==> src/rtl/matmul_job_arbiter.sv <==
// Round-robin job arbiter that shares one matrix_mult_top among NREQ requesters.
// One buffered job per requester; tracks the compute/store phases and aborts hung jobs.
module matmul_job_arbiter #(
    parameter int NREQ    = 4,
    parameter int AW      = 32,
    parameter int TIMEOUT = 4096,
    parameter int TW      = 16
) (
    input  logic                     clk,
    input  logic                     rst_n,
    input  logic [NREQ-1:0]          req_valid,
    output logic [NREQ-1:0]          req_ready,
    input  logic [NREQ*AW-1:0]       req_addr,
    input  logic [NREQ-1:0]          req_mode,
    output logic [NREQ-1:0]          cmp_valid,
    output logic [NREQ-1:0]          cmp_error,
    output logic                     acc_start,
    output logic [AW-1:0]            acc_addr,
    output logic                     acc_mode,
    input  logic                     acc_done,
    output logic                     acc_abort,
    output logic                     busy,
    output logic [$clog2(NREQ)-1:0]  grant_id
);

    localparam int IW = $clog2(NREQ);
    localparam logic [TW-1:0] WD_LIMIT = TW'((TIMEOUT == 0) ? 0 : TIMEOUT - 1);

    typedef enum logic [2:0] {
        S_IDLE,
        S_ISSUE,
        S_WAIT_HI,
        S_WAIT_LO,
        S_ABORT
    } state_e;

    state_e              state_q, state_d;
    logic [NREQ-1:0]     slot_valid_q, slot_valid_d;
    logic [AW-1:0]       slot_addr_q [NREQ];
    logic [NREQ-1:0]     slot_mode_q;
    logic [IW-1:0]       rr_ptr_q, rr_ptr_d;
    logic [IW-1:0]       grant_q, grant_d;
    logic [AW-1:0]       acc_addr_q, acc_addr_d;
    logic                acc_mode_q, acc_mode_d;
    logic [TW-1:0]       wd_q, wd_d;
    logic                acc_start_q, acc_abort_q, busy_q;
    logic [NREQ-1:0]     cmp_valid_q, cmp_valid_d;
    logic [NREQ-1:0]     cmp_error_q, cmp_error_d;

    logic [NREQ-1:0]     accept;
    logic [IW-1:0]       pick;
    logic                found;
    logic                finish, finish_err;
    logic                wd_expired;
    logic [TW-1:0]       wd_inc;
    logic [NREQ-1:0]     grant_onehot;

    // A slot is free exactly when it holds no job; the slot flag is a register.
    assign req_ready = ~slot_valid_q;
    assign accept    = req_valid & ~slot_valid_q;

    assign wd_expired   = (TIMEOUT != 0) && (wd_q >= WD_LIMIT);
    assign wd_inc       = (wd_q == '1) ? wd_q : wd_q + 1'b1;
    assign grant_onehot = {{(NREQ-1){1'b0}}, 1'b1} << grant_q;

    // First pending slot scanning upward from rr_ptr, wrapping at NREQ.
    always_comb begin
        int idx;
        pick  = '0;
        found = 1'b0;
        idx   = 0;
        for (int k = 0; k < NREQ; k++) begin
            idx = int'(rr_ptr_q) + k;
            if (idx >= NREQ) idx = idx - NREQ;
            if (!found && slot_valid_q[IW'(idx)]) begin
                found = 1'b1;
                pick  = IW'(idx);
            end
        end
    end

    always_comb begin
        state_d    = state_q;
        rr_ptr_d   = rr_ptr_q;
        grant_d    = grant_q;
        acc_addr_d = acc_addr_q;
        acc_mode_d = acc_mode_q;
        wd_d       = wd_q;
        finish     = 1'b0;
        finish_err = 1'b0;
        case (state_q)
            S_IDLE: begin
                if (found) begin
                    state_d    = S_ISSUE;
                    grant_d    = pick;
                    rr_ptr_d   = (pick == IW'(NREQ - 1)) ? '0 : pick + 1'b1;
                    acc_addr_d = slot_addr_q[pick];
                    acc_mode_d = slot_mode_q[pick];
                end
            end
            S_ISSUE: begin
                state_d = S_WAIT_HI;
                wd_d    = '0;
            end
            S_WAIT_HI: begin
                wd_d = wd_inc;
                if (wd_expired) begin
                    state_d    = S_ABORT;
                    finish     = 1'b1;
                    finish_err = 1'b1;
                end else if (acc_done) begin
                    state_d = S_WAIT_LO;
                end
            end
            S_WAIT_LO: begin
                wd_d = wd_inc;
                // Store phase ending on the expiry cycle still counts as a clean finish.
                if (!acc_done) begin
                    state_d = S_IDLE;
                    finish  = 1'b1;
                end else if (wd_expired) begin
                    state_d    = S_ABORT;
                    finish     = 1'b1;
                    finish_err = 1'b1;
                end
            end
            S_ABORT: state_d = S_IDLE;
            default: state_d = S_IDLE;
        endcase
        cmp_valid_d  = finish ? grant_onehot : '0;
        cmp_error_d  = finish_err ? grant_onehot : '0;
        slot_valid_d = (slot_valid_q | accept) & ~cmp_valid_d;
    end

    always_ff @(posedge clk or negedge rst_n) begin
        if (!rst_n) begin
            state_q      <= S_IDLE;
            slot_valid_q <= '0;
            slot_mode_q  <= '0;
            for (int i = 0; i < NREQ; i++) slot_addr_q[i] <= '0;
            rr_ptr_q     <= '0;
            grant_q      <= '0;
            acc_addr_q   <= '0;
            acc_mode_q   <= 1'b0;
            wd_q         <= '0;
            acc_start_q  <= 1'b0;
            acc_abort_q  <= 1'b0;
            busy_q       <= 1'b0;
            cmp_valid_q  <= '0;
            cmp_error_q  <= '0;
        end else begin
            state_q      <= state_d;
            slot_valid_q <= slot_valid_d;
            for (int i = 0; i < NREQ; i++) begin
                if (accept[i]) begin
                    slot_addr_q[i] <= req_addr[i*AW +: AW];
                    slot_mode_q[i] <= req_mode[i];
                end
            end
            rr_ptr_q     <= rr_ptr_d;
            grant_q      <= grant_d;
            acc_addr_q   <= acc_addr_d;
            acc_mode_q   <= acc_mode_d;
            wd_q         <= wd_d;
            acc_start_q  <= (state_d == S_ISSUE);
            acc_abort_q  <= (state_d == S_ABORT);
            busy_q       <= (state_d != S_IDLE);
            cmp_valid_q  <= cmp_valid_d;
            cmp_error_q  <= cmp_error_d;
        end
    end

    assign cmp_valid = cmp_valid_q;
    assign cmp_error = cmp_error_q;
    assign acc_start = acc_start_q;
    assign acc_abort = acc_abort_q;
    assign acc_addr  = acc_addr_q;
    assign acc_mode  = acc_mode_q;
    assign busy      = busy_q;
    assign grant_id  = grant_q;

endmodule

==> config.mk <==
export PLATFORM = sky130hd
export DESIGN_NAME = matmul_job_arbiter
export DESIGN_NICKNAME = d
export VERILOG_FILES = /design/src/rtl/matmul_job_arbiter.sv
export SDC_FILE = /design/constraint.sdc
export NUM_CORES = 1
export LEC_CHECK = 0
export CAP_MARGIN = 20
export CORE_MARGIN = 2
export CORE_UTILIZATION = 45
export CTS_BUF_LIST = sky130_fd_sc_hd__clkbuf_2
export CTS_CLUSTER_DIAMETER = 30
export DETAILED_ROUTE_END_ITERATION = 16
export PLACE_DENSITY = 0.72
export SLEW_MARGIN = 20
export SYNTH_ARGS = -nofsm -noshare
export SYNTH_HDL_FRONTEND = slang
export SYNTH_SLANG_ARGS = --single-unit
==> constraint.sdc <==
create_clock -name clk -period 3.9 [get_ports clk]
set_input_delay 0.78 -clock clk [delete_from_list [all_inputs] [get_ports clk]]
set_output_delay 0.78 -clock clk [all_outputs]
set_load 0.05 [all_outputs]
==> After elaboration in Yosys (flattened, before gate mapping) <==
Cells that the tools add are included.
{ "op_classes": {"n_addsub": 9, "magnitude_cmp": 11, "n_eq_ne": 8, "shift": 1, "mux": 45, "bitwise_logic": 6, "reduce_logical": 12} }
{ "ops": {"columns": ["op", "count"], "rows": [
  ["$bmux 32 s2", 1],
  ["$mux 32", 2],
  ["$pmux 16 s2", 1],
  ["$mux 2", 9],
  ["$add 16x1->16 const B", 1],
  ["$eq 16x16->1 const B", 1],
  ["$ge 16x12->1 const B", 1],
  ["$lt 2x4->1 const B", 4],
  ["$mux 1", 16],
  ["$mux 16", 1],
  ["$mux 3", 5],
  ["$ge 3x3->1 const B", 4],
  ["$pmux 3 s4", 1],
  ["$bmux 1 s2", 5],
  ["$and 4x4->4", 2],
  ["$mux 4", 2],
  ["$not 4->4", 2],
  ["$sub 2x1->2 const B", 4],
  ["$add 2x2->3 const B", 2],
  ["$eq 3x1->1 const B", 2],
  ["$eq 3x2->1 const B", 2],
  ["$or 4x4->4", 1],
  ["$pmux 1 s2", 2],
  ["$reduce_and 2->1", 2],
  ["other kinds (15)", 19]
]} }
{ "word_totals": {"regBits": 203, "input_bits": 139, "output_inout_bits": 50, "wordCells": 112} }

==> Logic depth before layout (Yosys ltp) <==
Gate-level depths: netlist of run 1.
{ "logic_depth": {"depth_word": 19, "mapped_depth": 9, "mapped_depth_nobuf": 6} }

==> Worst setup path before layout of run 1 <==
No wires, ideal clock.
{ "synth_timing": {"kind": "flip-flop to flip-flop", "startpoint": "reg slot_valid_q[1]", "endpoint": "reg acc_addr_q[10], in the netlist acc_addr[10]", "arrival_ns": 1.890, "required_ns": 3.758, "setup_slack_ns": 1.867, "path_stages_with_launch": 9, "path_buffers": 3, "path_cell_list": "dfrtp_1 > buf_2 > inv_1 > a21oi_1 > o221ai_1 > or2_1 > buf_2 > clkbuf_1 > o221ai_1"} }
{ "synth_via": {"elab_chain_len": 17} }
{ "synth_lines": {"columns": ["item", "line_no", "source"], "rows": [
  ["start: declaration", "38", "logic [NREQ-1:0] slot_valid_q, slot_valid_d;"],
  ["start signal: assignment", "153", "slot_valid_q <= slot_valid_d;"],
  ["$bmux 1 s2", "75", "if (!found && slot_valid_q[IW'(idx)]) begin"],
  ["$mux 1 (not written as such) (2 in series)", "75", null],
  ["$mux 1", "75", null],
  ["$logic_not 1->1", "75", null],
  ["$logic_and 1x1->1", "75", null],
  ["$mux 1", "75", null],
  ["$logic_not 1->1", "75", null],
  ["$logic_and 1x1->1", "75", null],
  ["$mux 1", "75", null],
  ["$logic_not 1->1", "75", null],
  ["$logic_and 1x1->1", "75", null],
  ["$mux 2", "75", null],
  ["$not 2->3 (not written as such)", "97", "acc_addr_d = slot_addr_q[pick];"],
  ["$bmux 32 s2", "97", null],
  ["$mux 32 (not written as such) (2 in series)", "97", null],
  ["end signal: assignment", "162", "acc_addr_q <= acc_addr_d;"],
  ["end: declaration", "43", "logic [AW-1:0] acc_addr_q, acc_addr_d;"]
]} }
Parallel ways exist; a longest one is shown, timed or not. The select of a mux whose other input is x is not followed.
A chain may end at the register's enable or synchronous reset.

==> Final worst setup path of run 1 <==
{ "layout_timing": {"startpoint": "reg slot_valid_q[0]", "endpoint": "out req_ready[0]"} }
{ "layout_via": {"elab_chain_len": 1} }
{ "layout_lines": {"columns": ["item", "line_no", "source"], "rows": [
  ["$not 4->4", "59", "assign req_ready = ~slot_valid_q;"],
  ["end: declaration", "12", "output logic [NREQ-1:0] req_ready,"]
]} }
Every way passes these cells.

==> summary.txt, run 1 <==
Timing
  – Worst-case clock skew: 0.0259 ns
  – Finish-stage setup viols: 0
  – Max_slew headroom: 40.9%
  – Worst-margin pin slew: 0.887 ns
  – RSZ-0062 raised after global routing: no
  – Fmax: 330 MHz
  – Final period utilization: 77.8%
  – Slew Limit Fails: 0
  – Final hold vios: 0
  – Setup TNS: 0 ns
  – Fin crit period: 3.03 ns

Finish
  – Proportion of layout cells with a drive suffix above 1: 26.4%
  – Area of the multi-input gates: 0.00348 mm²
  – Synth-to-layout area growth: 29.6%
  – # nets final: 1007
  – Filler cells: 1552
  – Core Util, Final: 60.0%
  – Reg area: 0.00508 mm²

Power
  – Leak: 0.00500 µW
  – PD cells: 756 mW/mm²
  – IR drop worst, VDD: 0.379 mV

Placed design
  – HPWL after DPL: 15.0 mm
  – IO Port Bufs: 188
  – GPL Wtd Cong: 0.840

Die
  – Core box area: 0.0189 mm²
  – Die height: 143 µm
  – I/O pin count: 189
  – # rows: 50
  – Die ar.: 0.0206 mm²
  – Die width: 143 µm
  – Initial Util: 46.3%

GRT
  – Pin count of the biggest net entering global routing: 87
  – Vias in the first global route: 6756
  – First-pass GRT wire length: 34.7 mm
  – Tot GR Track Use: 21.8%
  – GR Overflow Total: 0
  – Initial antenna violation count: 2

Detailed routing
  – DRC: 0
  – Drt first pass iters: 4
  – Drt wl/cell: 18.9 µm
  – Final wirelength: 21.9 mm
  – Vias: 6136
  – Initial DRC Count: 274
  – Final ANT Viol Nets: 0
  – Number of vias per cell: 5.29

Clocking
  – Clk buf depth: 3
  – Clk sinks: 203
  – Post-CTS resize count: 0
  – Clock transition at path regs: 0.09 ns
  – Skew-Pair Late Insertion Delay: 0.75 ns
  – CTS tree: done
  – CTS HTree Levels: 2
  – Total CTS buffers: 51
  – Number of setup buffers added after CTS: 0
  – # hold bufs at CTS: 0
  – CTS Root Buffer Type: clkbuf_2

Synth
  – Synth top cells by count: 203 x dfrtp_1, 133 x mux2_2, 70 x mux2i_1
  – Synth top area cells: dfrtp_1 58%, mux2_2 17%, mux2i_1 8.0%
  – Yosys reg bits: 203
  – Synth Area in Compound Gates: 6.64%
  – Post-synthesis sequential area ratio: 58.1%
  – Syn. warnings: 0
  – Ys flop type: dfrtp_1
  – Synth Instances: 657
  – Simple-Gate Fraction of Synth Area: 6.26%
  – Async SR Flop Fraction: 100%
  – Number of flops mapped to enable cells by yosys: 0
  – Synth Area in XOR/XNOR: 1.10%
  – Leading area contributor after synthesis: dfrtp_1
  – Synth top area share: 58.1%
  – Synth Area in Adders: 0.143%
  – Synth unique cells: 44
  – Largest family of logic cells by synthesized area: multiplexers
  – Mapped Nets: 797
  – Mux contribution to synthesized area: 25.2%
  – Synthesized cell area: 0.00874 mm²
  – Top-count cell post-synth: dfrtp_1
  – Synthesized area per cell: 13.3 µm²

Critical path
  – CP Capture Point: req_ready[0]
  – Worst reg2reg startpoint: slot_valid_q[1]
  – Crit path max fanout: 8
  – Worst reg-to-reg path cell count: 6
  – Req. time, crit path: 3.12 ns
  – Worst setup SP type: register
  – Crit path from: slot_valid_q[0]
  – Nature of the critical path endpoint: primary output
  – CP Data Arrival Time: 2.25 ns
  – R2r setup slk: 1.11 ns
  – Reg2reg end: acc_addr[8]
  – Critical path class: register to primary output

Run
  – Max-Cap Viols: 0

Hold path
  – HP Class: input pin to async pin

Outcome
  – Status: complete, no violations
[logic make-up after synthesis]
logic type,count (synthesis)
and+or+nand+nor,117
DFF,203
AOI/OAI and AO/OA,70
adders and majority gates,1
xor gates and xnor gates,11
muxes,203
buffers and inverters,52
[per-stage QoR]
| stage | cell area [µm²] | setup WS [ns] | hold slack (ns) | total power [µW] | instances |
|---|---|---|---|---|---|
| 2_1_floorplan | 8740 | 1.87 | 0.480 | 6100 | 657 |
| 3_3_place_gp | 10900 | 1.23 | 0.474 | 7130 | 1074 |
| 3_5_place_dp | 10900 | 1.16 | 0.482 | 7310 | 1074 |
| 4_1_cts | 11300 | 0.812 | 0.00907 | 8670 | 1159 |
| 5_1_grt | 11300 | 0.763 | 0.0350 | 9120 | 1160 |
| 6_report | 11300 | 0.868 | 0.0656 | 8570 | 1161 |
[how the worst min path moves through the flow]
stage	to	cells past startpoint	slack, ns
final	slot_addr_q[121]	1	0.07
after global routing	slot_addr_q[52]	1	0.03
after CTS	slot_addr_q[120]	1	0.009
after detailed placement	acc_mode	2	0.48
after global placement	acc_addr[31]	2	0.47
after floorplan	async pin	0	0.48
[state kept, by name, summed over array words and instances, names as in the netlist, named ones only]
register,count
slot_valid_q,4
cmp_error,4
acc_abort,1
acc_addr,32
cmp_valid,4
wd_q,16
busy,1
acc_start,1
grant_id,2
slot_addr_q,128
rr_ptr_q,1
acc_mode,1
slot_mode_q,4
state_q,3
[power breakdown]
| group | total [µW] | leakage (µW) | switching (µW) | internal (µW) |
|---|---|---|---|---|
| sequential | 3590 | 0.00251 | 574 | 3020 |
| clock | 1330 | 0.000340 | 811 | 523 |
| combinational | 3650 | 0.00215 | 1980 | 1670 |
| total | 8570 | 0.00500 | 3360 | 5210 |
[worst max-delay path, stage by stage, from the launching register on]
cell and delay [ns]:
dfrtp_1 0.52, inv_1 0.16, clkdlybuf4s50_1 0.82
[per-layer routing]
metal	wire length (µm)	part of all wire, %	GRT usage (%)	vias to the layer above
met5	0	0	0	-
met1	9620	44	28.7	3089
met2	10900	50	36.0	196
met4	393	1.8	8.00	0
met3	994	4.5	4.20	30
li1	-	-	-	2821
[placed cells by master (no fill, tap or decap), types with 4 or more instances in the layout]
master / synthesis / routed
nand2_1: 54 / 54
clkdlybuf4s50_1: 0 / 187
mux2_2: 133 / 133
a21oi_1: 4 / 4
o221ai_1: 34 / 34
dfrtp_1: 203 / 203
nor2b_4: 0 / 4
xor2_1: 8 / 8
nor2b_1: 9 / 5
mux2i_1: 70 / 70
nand2b_1: 6 / 6
clkbuf_2: 0 / 79
clkinv_1: 0 / 5
o21ai_0: 13 / 13
buf_4: 3 / 10
inv_1: 10 / 10
nand3_1: 7 / 7
nor2_1: 21 / 21
nor3_1: 7 / 6
[final cells by class]
class                           instances  share of cell area, %
Sequential cell                       203                   44.8
Inverter                               10                  0.331
Antenna cell                            2                 0.0442
Multi-Input combinational cell        402                   30.7
Clock inverter                          6                  0.210
Clock buffer                           79                   3.49
Timing Repair Buffer                  199                   17.5
Tap cell                              260                   2.87
Note: power is estimated with default switching activity, not from simulation.
==> run 2: changes to the inputs <==
Settings changed: PLACE_DENSITY 0.72 to 0.75.
Clock period 3.9 ns to 2.7 ns, I/O delays scaled along.
==> run 2 against run 1 <==
Effect of this change: total power grew 48%; highest routed layer unchanged; core utilization grew 0.89 points; sequential share of layout area shrank 0.65 points; sequential power up 44%; critical path type unchanged; register-to-register slack worse by 0.61 ns; routed wire length increased by 1.4%.
==> summary.txt, run 2 (same netlist as run 1, synthesis figures left out) <==
Critical path
  – Critical path class: register to primary output
  – Worst setup SP type: register
  – CP Cell Sequence: inv_1 > dlygate4sd2_1
  – Req. time, crit path: 2.16 ns
  – CP top delay family: buffers and inverters
  – Max incr delay on CP: 0.54 ns
  – Critical path depth in cells: 2
  – Worst reg-to-reg path cell count: 6
  – Nature of the critical path endpoint: primary output
  – WP buf/inv: 2
  – Crit path max fanout: 8
  – CP Data Arrival Time: 2.00 ns
  – Slowest cell on crit path: dfrtp_1

Finish
  – Proportion of layout cells with a drive suffix above 1: 26.8%
  – Commonest cells after routing, fill and taps aside: 203 x dfrtp_1, 181 x clkdlybuf4s50_1, 133 x mux2_2
  – Commonest non-fill, non-tap cell in the layout: dfrtp_1
  – Reg area: 0.00508 mm²
  – Area of the multi-input gates: 0.00348 mm²
  – Core Util, Final: 60.9%
  – Largest Register: slot_addr_q
  – Synth-to-layout area growth: 31.6%
  – # nets final: 1020
  – Filler cells: 1511
  – Max FFs per register: 128

Die
  – I/O pin count: 189
  – Core box area: 0.0189 mm²
  – Die height: 143 µm
  – Die ar.: 0.0206 mm²
  – Die width: 143 µm
  – Initial Util: 46.3%
  – # rows: 50

Clocking
  – Clk buf depth: 3
  – Skew-Pair Late Insertion Delay: 0.80 ns
  – Total CTS buffers: 53
  – Clock transition at path regs: 0.11 ns
  – CTS Root Buffer Type: clkbuf_2
  – Number of setup buffers added after CTS: 0
  – CTS HTree Levels: 2
  – CTS tree: done
  – Clk sinks: 203

Timing
  – Fmax: 394 MHz
  – Fin crit period: 2.54 ns
  – Finish-stage setup viols: 0
  – RSZ-0062 raised after global routing: no
  – Worst-margin pin slew: 0.684 ns
  – Hold WS: 0.354 ns
  – Final hold vios: 0
  – Setup TNS: 0 ns
  – Final period utilization: 94.1%
  – Slew Limit Fails: 0
  – Max_slew headroom: 54.4%
  – Worst-case clock skew: 0.0554 ns

Detailed routing
  – Final ANT Viol Nets: 0
  – Final wirelength: 22.2 mm
  – Number of vias per cell: 5.36
  – Drt first pass iters: 4
  – Initial DRC Count: 345
  – Top routing layer used: met4
  – WL met3: 1.24 mm
  – Vias: 6284
  – WL met2: 11.5 mm
  – DRC: 0
  – WL met1: 8.86 mm
  – Drt wl/cell: 19.0 µm

GRT
  – Initial antenna violation count: 1
  – Tot GR Track Use: 22.0%
  – Pin count of the biggest net entering global routing: 84
  – Vias in the first global route: 7115
  – GR Overflow Total: 0
  – First-pass GRT wire length: 35.6 mm

Power
  – Power, Total: 12700 µW
  – IR drop worst, VDD: 0.531 mV
  – PD cells: 1110 mW/mm²
  – Leak: 0.00511 µW

Outcome
  – Status: complete, no violations

Placed design
  – IO Port Bufs: 188
  – HPWL after DPL: 15.2 mm
  – GPL Wtd Cong: 0.838

Hold path
  – Hold depth: 2
  – HP Class: input pin to register

Run
  – Max-Cap Viols: 0
==> run 2: cell count changes in the layout (fill, tap and decap cells not counted), sizes merged <==
cell,delta
clkdlybuf4s50,-6
clkinv,+2
dlygate4sd2,+6
clkbuf,-7
bufinv,+3
inv,+2
dlygate4sd3,+1
buf,+10
==> run 2: metrics by stage <==
step / area [µm²] / std cells / setup WS, ns
detailed placement: 11000 / 1084 / 0.501
global placement: 11000 / 1084 / 0.576
floorplan: 8740 / 657 / 0.667
finish: 11500 / 1172 / 0.159
global route: 11500 / 1171 / 0.0487
CTS: 11500 / 1170 / 0.0679
==> run 2: timing repair <==
| action | in CTS | in global routing |
|---|---|---|
| setup endpoints to repair | 6 | 0 |
| endpoints found under the hold margin | 78 | 0 |
| resized for setup | 6 | 0 |
| hold buffers | 1 | 0 |
==> run 2: path summary, 6_finish.rpt <==
path	from	end	slack [ns]
hold reg to reg	acc_addr[19]	acc_addr[19]	0.49
setup / recovery	slot_valid_q[3]	req_ready[3]	0.16
max in group asynchronous	rst_n	acc_addr[30]	1.58
min in group asynchronous	rst_n	wd_q[12]	0.38
hold / removal	req_addr[61]	slot_addr_q[93]	0.35
setup reg to reg	wd_q[0]	slot_valid_q[0]	0.50
==> run 2: layout make-up <==
cell class,instances,share of cell area [%]
tap,260,2.83
clock inverter,13,1.12
sequential,203,44.2
clock buffer,72,3.13
timing repair buffer,210,18.1
inverter,10,0.326
multi-input combinational,402,30.2
antenna,2,0.0435
==> run 2: where the power goes <==
part | switching [µW] | internal [µW]
Sequential | 826 | 4360
Clock | 1190 | 998
Combinational | 2890 | 2440
==> run 2: routing by layer <==
metal / vias to the layer above / global-route usage, %
li1: 2842 / -
met1: 3175 / 26.5
met2: 216 / 38.7
met3: 51 / 4.50
met4: 0 / 9.08
met5: - / 0
==> run 3: changes to the inputs <==
Settings changed: SETUP_SLACK_MARGIN from default to 0.5.
Clock period 2.7 ns to 2.2 ns, I/O delays scaled along.
==> run 3 against run 2 <==
Effect of this change: first-iteration DRC count fell by 1.2%; sequential share of layout area decreased by 7.0 points; clock skew shrank 0.0045 ns; sequential power increased by 29%; register-to-register slack worse by 0.32 ns; sequential cell count did not move; clock-buffer cell count is 10 higher; cell count up 9.4%; core utilization is 12 points higher; worst setup slack improved by 0.019 ns; hold slack worse by 0.16 ns; critical path type is now register to register; critical endpoint is now wd_q[0]; largest power group unchanged.
==> summary.txt, run 3 (same netlist as run 1, synthesis figures left out) <==
Die
  – Die width: 143 µm
  – Initial Util: 46.3%
  – # rows: 50
  – Die ar.: 0.0206 mm²
  – I/O pin count: 189
  – Core box area: 0.0189 mm²
  – Die height: 143 µm

Finish
  – Core Util, Final: 72.4%
  – Post-Layout Cell Count: 1282
  – Commonest cells after routing, fill and taps aside: 195 x dfrtp_1, 137 x clkdlybuf4s50_1, 133 x mux2_2
  – Commonest non-fill, non-tap cell in the layout: dfrtp_1
  – Largest Register: slot_addr_q
  – Filler cells: 1232
  – Synth-to-layout area growth: 56.6%
  – # nets final: 1118
  – Proportion of layout cells with a drive suffix above 1: 50.5%
  – Area of the multi-input gates: 0.00427 mm²
  – Reg area: 0.00509 mm²
  – Max FFs per register: 128
  – Design Area, Final: 0.0137 mm²

Timing
  – Slew Limit Fails: 0
  – Setup TNS: 0 ns
  – Finish-stage setup viols: 0
  – RSZ-0062 raised after global routing: yes
  – Final period utilization: 91.9%
  – Worst-case clock skew: 0.0509 ns
  – Worst-margin pin slew: 0.647 ns
  – Worst Slack Setup Final: 0.178 ns
  – Final hold vios: 0
  – Max_slew headroom: 56.8%
  – Fmax: 494 MHz
  – Fin crit period: 2.02 ns

Clocking
  – Clk buf depth: 3
  – Skew-Pair Late Insertion Delay: 0.83 ns
  – Clk sinks: 203
  – CTS HTree Levels: 2
  – Clock transition at path regs: 0.16 ns
  – CTS Root Buffer Type: clkbuf_2
  – CTS tree: done
  – Total CTS buffers: 55

Critical path
  – Nature of the critical path endpoint: register
  – CP Data Arrival Time: 2.76 ns
  – Req. time, crit path: 2.94 ns
  – Crit path max fanout: 8
  – R2r setup slk: 0.18 ns
  – Worst setup SP type: register
  – Critical path class: register to register

GRT
  – Tot GR Track Use: 23.9%
  – Vias in the first global route: 7104
  – Pin count of the biggest net entering global routing: 65
  – First-pass GRT wire length: 38.0 mm
  – Initial antenna violation count: 1
  – GR Overflow Total: 0

Placed design
  – GPL Wtd Cong: 0.854
  – Dpl cells: 1089
  – Placed cell area: 0.0113 mm²
  – Worst slack, placed: 0.0676 ns
  – HPWL after DPL: 15.8 mm
  – IO Port Bufs: 188

Detailed routing
  – Final ANT Viol Nets: 0
  – Initial DRC Count: 341
  – Drt first pass iters: 5
  – DRC: 0
  – Drt wl/cell: 22.3 µm
  – Number of vias per cell: 5.49
  – Final wirelength: 28.6 mm
  – Vias: 7039

Hold path
  – HP Class: input pin to async pin

Outcome
  – Status: complete, no violations

Run
  – Max-Cap Viols: 0

Power
  – Leak: 0.00598 µW
  – PD cells: 1470 mW/mm²
  – IR drop worst, VDD: 0.732 mV
-- run 3: layout make-up --
cell class	count	share of cell area (%)
clock buffer	82	3.00
antenna	2	0.0366
tap	260	2.38
inverter	10	0.320
clock inverter	17	0.521
sequential	203	37.2
timing repair buffer	306	25.4
multi-input combinational	402	31.2
-- run 3: final timing paths --
kind                                  start               end  cells after the start
min reg2reg                slot_addr_q[122]  slot_addr_q[122]                      1
max reg2reg                         wd_q[8]           wd_q[0]                      7
min in group clk                req_addr[9]  slot_addr_q[105]                      2
max in group asynchronous             rst_n   slot_addr_q[95]                      3
max                                 wd_q[8]           wd_q[0]                      7
min                                   rst_n   slot_valid_q[3]                      2
-- run 3: worst max-delay path, cell delays in order (launching register included) --
cell     delay, ns
dfrtp_1       0.46
nand4_1       0.26
or4_4         0.54
buf_12        0.18
buf_6         0.12
o21ai_4       0.19
nand3_2       0.11
o21ai_2       0.10
-- run 3: layer usage --
| metal | vias to the layer above | track usage [%] | part of all wire, % |
|---|---|---|---|
| li1 | 3066 | - | - |
| met1 | 3582 | 30.5 | 40 |
| met2 | 316 | 40.8 | 51 |
| met3 | 75 | 5.76 | 6.2 |
| met4 | 0 | 6.91 | 3.2 |
| met5 | - | 0 | 0 |
-- run 3: what timing repair did --
item                                   4_1_cts  5_1_grt
endpoints found under the hold margin       96        0
setup endpoints to repair                  118      120
hold buffers                                 1        0
gates resized for setup                    383      128
setup buffers                               35       36
pin swaps                                   16       40
cloned                                       1       19
-- run 3: where the power goes --
group          total, µW  internal, µW  switching (µW)
clock               2630           995            1630
combinational      10800          5690            5100
sequential          6660          5360            1300
-- run 3: metrics by stage --
step	hold slack, ns	total power, µW
6_report	0.190	20100
3_3_place_gp	0.469	13400
4_1_cts	0.137	17000
3_5_place_dp	0.477	13700
2_1_floorplan	0.144	11500
5_1_grt	0.141	21100
